`src/rtl/fmac_sched.sv`:
```
// rtl/fmac_sched.sv - dot-product sequencer driving shared fmul/fadd cores
// Products land in a small FIFO and are folded into acc one add at a time.
module fmac_sched #(
  parameter int WIDTH      = 11,
  parameter int MUL_LAT    = 2,
  parameter int ADD_LAT    = 1,
  parameter int FIFO_DEPTH = 4
) (
  input  logic             clk,
  input  logic             reset,
  input  logic             in_valid,
  output logic             in_ready,
  input  logic [WIDTH-1:0] in_a,
  input  logic [WIDTH-1:0] in_b,
  input  logic             in_last,
  output logic             out_valid,
  input  logic             out_ready,
  output logic [WIDTH-1:0] out_result,
  output logic             busy,
  output logic [WIDTH-1:0] fmul_x,
  output logic [WIDTH-1:0] fmul_y,
  output logic             fmul_ce,
  input  logic [WIDTH-1:0] fmul_r,
  output logic [WIDTH-1:0] fadd_x,
  output logic [WIDTH-1:0] fadd_y,
  output logic             fadd_ce,
  input  logic [WIDTH-1:0] fadd_r
);
  localparam int CW = $clog2(FIFO_DEPTH + 1);
  localparam int PW = $clog2(FIFO_DEPTH);
  localparam int AW = $clog2(ADD_LAT + 1);

  typedef enum logic [1:0] {IDLE, RUN, DRAIN, DONE} state_t;

  state_t             state, state_n;
  logic [MUL_LAT-1:0] tags;
  logic [CW-1:0]      occ, occ_n, inflight, inflight_n;
  logic [PW-1:0]      wr_ptr, rd_ptr;
  logic [WIDTH-1:0]   mem [FIFO_DEPTH];
  logic [AW-1:0]      add_cnt;
  logic [WIDTH-1:0]   acc;
  logic               acc_valid;
  logic               accept, push, pop, add_issue, room_n;

  function automatic logic [PW-1:0] ptr_inc(input logic [PW-1:0] p);
    return (p == PW'(FIFO_DEPTH - 1)) ? '0 : p + 1'b1;
  endfunction

  assign accept     = in_valid && in_ready;
  assign push       = tags[MUL_LAT-1];
  // A pop either seeds acc (first product) or launches the single outstanding add.
  assign pop        = (occ != '0) && (add_cnt == '0);
  assign add_issue  = pop && acc_valid;
  assign occ_n      = occ + CW'(push) - CW'(pop);
  assign inflight_n = inflight + CW'(accept) - CW'(push);
  assign room_n     = ({1'b0, occ_n} + {1'b0, inflight_n}) < (CW + 1)'(FIFO_DEPTH);

  assign fmul_ce = accept || (state == RUN) || (state == DRAIN);
  assign fmul_x  = accept ? in_a : '0;
  assign fmul_y  = accept ? in_b : '0;
  assign fadd_ce = add_issue || (add_cnt != '0);
  assign fadd_x  = add_issue ? acc : '0;
  assign fadd_y  = add_issue ? mem[rd_ptr] : '0;

  always_comb begin
    state_n = state;
    case (state)
      IDLE:    if (accept) state_n = in_last ? DRAIN : RUN;
      RUN:     if (accept && in_last) state_n = DRAIN;
      DRAIN:   if (occ == '0 && inflight == '0 && add_cnt == '0) state_n = DONE;
      DONE:    if (out_ready) state_n = IDLE;
      default: state_n = IDLE;
    endcase
  end

  always_ff @(posedge clk) begin
    if (push) mem[wr_ptr] <= fmul_r;
  end

  always_ff @(posedge clk or negedge reset) begin
    if (!reset) begin
      state      <= IDLE;
      tags       <= '0;
      occ        <= '0;
      inflight   <= '0;
      wr_ptr     <= '0;
      rd_ptr     <= '0;
      add_cnt    <= '0;
      acc        <= '0;
      acc_valid  <= 1'b0;
      in_ready   <= 1'b0;
      out_valid  <= 1'b0;
      out_result <= '0;
      busy       <= 1'b0;
    end else begin
      state    <= state_n;
      tags     <= (tags << 1) | MUL_LAT'(accept);
      occ      <= occ_n;
      inflight <= inflight_n;
      if (push) wr_ptr <= ptr_inc(wr_ptr);
      if (pop)  rd_ptr <= ptr_inc(rd_ptr);
      if (pop && !acc_valid) begin
        acc       <= mem[rd_ptr];
        acc_valid <= 1'b1;
      end
      if (add_issue) begin
        add_cnt <= AW'(ADD_LAT);
      end else if (add_cnt != '0) begin
        add_cnt <= add_cnt - 1'b1;
        if (add_cnt == AW'(1)) acc <= fadd_r;
      end
      if (state == DONE && out_ready) acc_valid <= 1'b0;
      in_ready   <= (state_n == IDLE) || (state_n == RUN && room_n);
      out_valid  <= (state_n == DONE);
      out_result <= (state_n == DONE) ? acc : '0;
      busy       <= (state_n != IDLE);
    end
  end
endmodule

```
`config.mk`:
```
export PLATFORM = sky130hd
export DESIGN_NAME = fmac_sched
export DESIGN_NICKNAME = d
export VERILOG_FILES = /design/src/rtl/fmac_sched.sv
export SDC_FILE = /design/constraint.sdc
export NUM_CORES = 1
export LEC_CHECK = 0
export ABC_AREA = 1
export BUFFER_PORTS_ARGS = -buffer_cell sky130_fd_sc_hd__buf_2
export CORE_MARGIN = 1
export CORE_UTILIZATION = 56
export DETAILED_ROUTE_END_ITERATION = 10
export PLACE_DENSITY_LB_ADDON = 0.08
export SKIP_CTS_REPAIR_TIMING = 1
export SYNTH_ARGS = -nofsm -noshare
export SYNTH_HDL_FRONTEND = slang
export SYNTH_SLANG_ARGS = --single-unit
```
`constraint.sdc`:
```
create_clock -name clk -period 7.2 [get_ports clk]
set_input_delay 0.72 -clock clk [delete_from_list [all_inputs] [get_ports clk]]
set_output_delay 0.72 -clock clk [all_outputs]
set_load 0.05 [all_outputs]
```
# --- After elaboration in Yosys (flattened, before gate mapping) ---
# Memory sizes are Yosys's and may differ from the RTL's.
# Index checks and enable logic that the tools add are counted.
totals:
  ff_bits: 41
  latch_bits: 0
  mem_bits_rw: 44
  romBits: 0
  input_bits: 49
  out_inout_bits: 60
  word_cells: 75
  mem_count: 1
memory_table:
  columns: ["name", "depth", "word_bits", "read_ports", "rd_clocked_by_memory_dff", "wr", "line", "text"]
  rows:
  - ["mem", 4, 11, 1, 0, 1, "39", "logic [WIDTH-1:0] mem [FIFO_DEPTH];"]
op_classes:
  add_sub_neg: 8
  mul: 0
  div: 0
  n_lt_le_gt_ge: 1
  n_eq_ne: 7
  shift: 0
  mux: 22
  bitwise_logic: 2
  n_reduce_logical: 21
op_table:
  columns: ["cell", "n"]
  rows:
  - ["11-bit two-way mux", 8]
  - ["2-bit two-way mux", 7]
  - ["2-bit equality test, second input constant", 5]
  - ["1-bit logical AND", 9]
  - ["2-bit one-hot mux with 4 select lines", 1]
  - ["3-bit by 1-bit adder with 3-bit output", 2]
  - ["3-bit logical NOT", 2]
  - ["1-bit two-way mux", 6]
  - ["3-bit by 1-bit subtractor with 3-bit output", 2]
  - ["2-bit by 1-bit adder with 2-bit output, second input constant", 2]
  - ["3-bit by 3-bit adder with 4-bit output", 1]
  - ["2-bit by 1-bit equality test with 1-bit output, second input constant", 2]
  - ["2-bit logical NOT", 2]
  - ["1-bit logical OR", 4]
  - ["4-bit by 3-bit < comparator with 1-bit output, second input constant", 1]
  - ["2-bit nonzero test", 2]
  - ["3-bit nonzero test", 1]
  - ["2-bit by 1-bit bitwise OR with 2-bit output", 1]
  - ["1-bit logical NOT", 1]
  - ["1-bit inverter", 1]
  - ["1-bit subtractor, second input constant", 1]

# --- Logic depth before layout (Yosys ltp) ---
logic_depth:
  ltp_word: 8
  ltp_mapped: 14
  ltp_nobuf: 14

# --- Worst setup path after synthesis ---
# No wires, ideal clock.
synth_path:
  path_type: "flip-flop to flip-flop"
  startpoint: "reg in_ready"
  endpoint: "reg in_ready"
  setup_ps: 65
  arrival_ps: 2870
  required_time_ps: 7135
  setup_slack_ps: 4265
  stages_incl_launch_ff: 13
  path_buffers: 1
  period_less_slack_ps: 2935
  cell_sequence: "dfrtp_1 > nand2_1 > clkbuf_1 > ha_1 > inv_1 > ha_1 > fa_1 > xnor2_1 > xor2_1 > ha_1 > nor3_1 > nand3_1 > nand2_1"
synth_via:
  elab_chain_len: 7
  elab_cells_between_ends: 13
  cone_classes: "3 x add/sub; 1 x order compare; 1 x eq/ne; 3 x mux; 5 x reduce/logical"
synth_rtl:
  columns: ["element", "line", "text"]
  rows:
  - ["start: declaration", "12", "output logic in_ready,"]
  - ["start signal: assignment", "113", "in_ready <= (state_n == IDLE) || (state_n == RUN && room_n);"]
  - ["1-bit logical AND", "49", "assign accept = in_valid && in_ready;"]
  - ["3-bit by 1-bit adder with 3-bit output", "55", "assign inflight_n = inflight + CW'(accept) - CW'(push);"]
  - ["3-bit by 1-bit subtractor with 3-bit output", "55", null]
  - ["net inflight_n[2]", "37", "logic [CW-1:0] occ, occ_n, inflight, inflight_n;"]
  - ["3-bit by 3-bit adder with 4-bit output", "56", "assign room_n = ({1'b0, occ_n} + {1'b0, inflight_n}) < (CW + 1)'(FIFO_DEPTH);"]
  - ["4-bit by 3-bit < comparator with 1-bit output", "56", null]
  - ["1-bit logical AND", "113", null]
  - ["1-bit logical OR", "113", null]
# The timed path passes the listed nets, and every way through them passes these cells.
# A chain may end at the register's enable or synchronous reset.

# --- Worst setup path in the final report ---
layout_path:
  startpoint: "in in_valid"
  endpoint: "reg in_ready"
layout_via:
  elab_chain_len: 7
  elab_cells_between_ends: 13
  cone_classes: "3 x add/sub; 1 x order compare; 1 x eq/ne; 3 x mux; 5 x reduce/logical"
layout_rtl:
  columns: ["element", "line", "text"]
  rows:
  - ["start: declaration", "11", "input logic in_valid,"]
  - ["1-bit logical AND", "49", null]
  - ["3-bit by 1-bit adder with 3-bit output", "55", null]
  - ["3-bit by 1-bit subtractor with 3-bit output", "55", null]
  - ["net inflight_n[2]", "37", null]
  - ["3-bit by 3-bit adder with 4-bit output", "56", null]
  - ["4-bit by 3-bit < comparator with 1-bit output", "56", null]
  - ["1-bit logical AND", "113", null]
  - ["1-bit logical OR", "113", null]
# The timed path passes the listed nets, and every way through them passes these cells.

==> impl_metrics.env <==
export IMPL_status="completed"
export IMPL_diodes=0
export IMPL_io_pins=109
export IMPL_synth_seq_cells=85
export IMPL_highest_layer="met4"
export IMPL_clock_latency_ns=0.35
export IMPL_worst_slew_pin_slew_ns=0.891
export IMPL_die_w_um=85.4
export IMPL_grt_pass1_vias=2650
export IMPL_first_pass_iters=4
export IMPL_worstSetupPathType="in2reg"
export IMPL_n_fill_cell=543
export IMPL_layout_common_cells="114 x nand2_1, 108 x buf_2, 55 x inv_1"
export IMPL_dp_worst_setup_slack_ns=3.77
export IMPL_grt_antenna_before_repair=0
export IMPL_cts_path_max_buffers=2
export IMPL_fin_ws_ns=4.14
export IMPL_power_leakage_nw=2.50
export IMPL_io_buffers=108
export IMPL_p_clk_share_pct=15.4
export IMPL_wl_met2_um=3450
export IMPL_reg2reg_from="add_cnt"
export IMPL_syn_num_nets=471
export IMPL_num_vias=2935
export IMPL_numCtsBuffers=9
export IMPL_ant_nets=0
export IMPL_synth_cell_types=30
export IMPL_place_hpwl_um=5170
export IMPL_wl_um=7370
export IMPL_critPathBufInv=2
export IMPL_start_kind="input port"
export IMPL_grt_usage_pct=21.7
export IMPL_overflow=0
export IMPL_post_route_period_util_pct=42.5
export IMPL_dr_wl_met3_um=457
export IMPL_syn_area_um2=3900
export IMPL_tns_ns=0
export IMPL_syn_inst=409
export IMPL_initial_core_util_pct=57.7
export IMPL_final_nets=576
export IMPL_grt_max_degree=42
export IMPL_crit_start="in_valid"
export IMPL_routed_via_density=4.90
export IMPL_syn_area_per_cell_um2=9.53
export IMPL_crit_path_max_fanout=26
export IMPL_slowest_delay_ns=0.50
export IMPL_met1_length_um=3360
export IMPL_ys_seq_area_share_pct=60.2
export IMPL_die_h_um=85.4
export IMPL_dieArea_um2=7300
export IMPL_cts_tree="yes"
export IMPL_pwr_density_cell_nw_per_um2=494
export IMPL_critPathTopFamily="adder cells"
export IMPL_place_congestion=0.741
export IMPL_path_cells="buf_2 -> nand2_1 -> ha_1 -> inv_1 -> ha_1 -> fa_1 -> xnor2_1 -> xor2_1 -> ha_1 -> nor3_1 -> nand3_1 -> nand2_1"
export IMPL_wire_per_inst_um=12.3
export IMPL_hp_start="tags[0]"
export IMPL_final_common_cell="nand2_1"
export IMPL_arrival_ns=3.35
export IMPL_drc=0
export IMPL_root_buffer="clkbuf_8"
export IMPL_slew_violations=0
export IMPL_clk_pin_slew_worst_paths_ns=0.09
export IMPL_finClkSkew_ns=0.00679
export IMPL_maxCapViolCount=0
export IMPL_drt_iter0_markers=156
export IMPL_p_int_mw=1.12
export IMPL_p_sw_mw=1.19
export IMPL_crit_top_cell="ha_1"
export IMPL_drive_above_1_share_pct=28.7
export IMPL_htreeDepth=3
export IMPL_fmax_mhz=327
export IMPL_vdd_drop_max_uv=185
export IMPL_clock_sinks=85
export IMPL_grt_setup_unrepaired="false"
export IMPL_synth_warnings=0
export IMPL_core_um2=6760
export IMPL_hp_class="reg2reg"
export IMPL_crit_slowest_cell="ha_1"
export IMPL_fin_crit_ns=3.06
export IMPL_hold_viol_final=0
export IMPL_crit_path_end_kind="flip-flop"
export IMPL_slew_headroom_pct=40.6
export IMPL_sw_frac_of_total_pct=51.5
export IMPL_setup_violations=0
export IMPL_grt_first_pass_wirelength_um=12100
export IMPL_syn_to_final_growth_pct=19.6
export IMPL_worstPathRequired_ns=7.49
export IMPL_core_rowCount=30
export IMPL_p_seq_share_pct=31.5
export IMPL_comb_power_share_pct=53.1
[power by group through the flow]
stage               combinational, mW  sequential, mW  clock [mW]
global route                     1.35           0.740       0.379
CTS                              1.23           0.725       0.361
detailed placement               1.22           0.735           0
global placement                 1.19           0.731           0
finish                           1.22           0.725       0.355
floorplan                       0.972           0.738           0
[flip-flops by register name, summed over array words and instances, names as in the netlist, 3 cells and up]
register,cells
occ,3
out_result,11
acc,11
inflight,3
mem,44
[path summary, 6_finish.rpt]
path / end / slack, ns / cells after the start
setup / recovery: in_ready / 4.14 / 12
hold / removal: tags[1] / 0.38 / 0
setup reg to reg: in_ready / 4.15 / 13
hold reg to reg: tags[1] / 0.38 / 0
max in group asynchronous: wr_ptr[0] / 6.15 / 1
min in group asynchronous: out_result[1] / 0.48 / 1
[cell usage after synthesis]
| cell type | n | area, µm² |
|---|---|---|
| nand2_1 | 114 | 428 |
| inv_1 | 55 | 206 |
| nor2_1 | 54 | 203 |
| edfxtp_1 | 44 | 1320 |
| dfrtp_1 | 41 | 1030 |
| nand3_1 | 36 | 180 |
| ha_1 | 11 | 138 |
| nor2_2 | 8 | 50.1 |
| buf_2 | 5 | 25.0 |
| inv_2 | 5 | 18.8 |
| o21ai_0 | 5 | 25.0 |
| buf_6 | 3 | 33.8 |
| clkbuf_1 | 3 | 11.3 |
| buf_4 | 2 | 15.0 |
| fa_1 | 2 | 40.0 |
| nand2_2 | 2 | 12.5 |
| nand2_4 | 2 | 22.5 |
| nor2_4 | 2 | 22.5 |
| o211ai_2 | 2 | 25.0 |
| xnor2_1 | 2 | 17.5 |
| xor2_1 | 2 | 17.5 |
| a21boi_0 | 1 | 7.51 |
| a21oi_1 | 1 | 5.00 |
| buf_1 | 1 | 3.75 |
| inv_4 | 1 | 6.26 |
| nand3_2 | 1 | 10.0 |
| nand4_1 | 1 | 6.26 |
| nor3_1 | 1 | 5.00 |
| or2_2 | 1 | 6.26 |
| or2_4 | 1 | 8.76 |
[metrics by stage]
step                power, mW  utilization [%]  hold WS, ns  area [µm²]  std cells
floorplan                1.71                -        0.331        3900        409
global placement         1.93             65.9        0.335        4450        583
detailed placement       1.96             65.9        0.335        4450        583
CTS                      2.32             69.0        0.379        4660        599
global route             2.46             69.0        0.393        4660        599
finish                   2.30             69.0        0.377        4660        599
[layer usage]
metal,GRT usage (%),vias to the layer above
li1,-,1483
met1,30.0,1350
met2,34.8,93
met3,3.70,9
met4,8.33,0
met5,0,-
[cell type report]
cell class,count,area (µm²),share of cell area [%]
flip-flops and latches,85,2350,50.4
multi-input cells,249,1230,26.4
repair buffers,108,541,11.6
inverters,61,231,4.97
clock buffers,9,124,2.66
well taps,80,100,2.15
clock inverters,7,87.6,1.88
[cells by family (layout without fill, tap and decap cells)]
| kind of cell | count (synthesis) | count (layout) | synth area share, % |
|---|---|---|---|
| simple gates | 223 | 223 | 24.5 |
| flops | 85 | 85 | 60.2 |
| buf+inv | 75 | 185 | 8.22 |
| fa+ha+maj | 13 | 13 | 4.56 |
| compound gates | 9 | 9 | 1.60 |
| xor+xnor | 4 | 4 | 0.899 |
(Power assumes the default switching activity.)
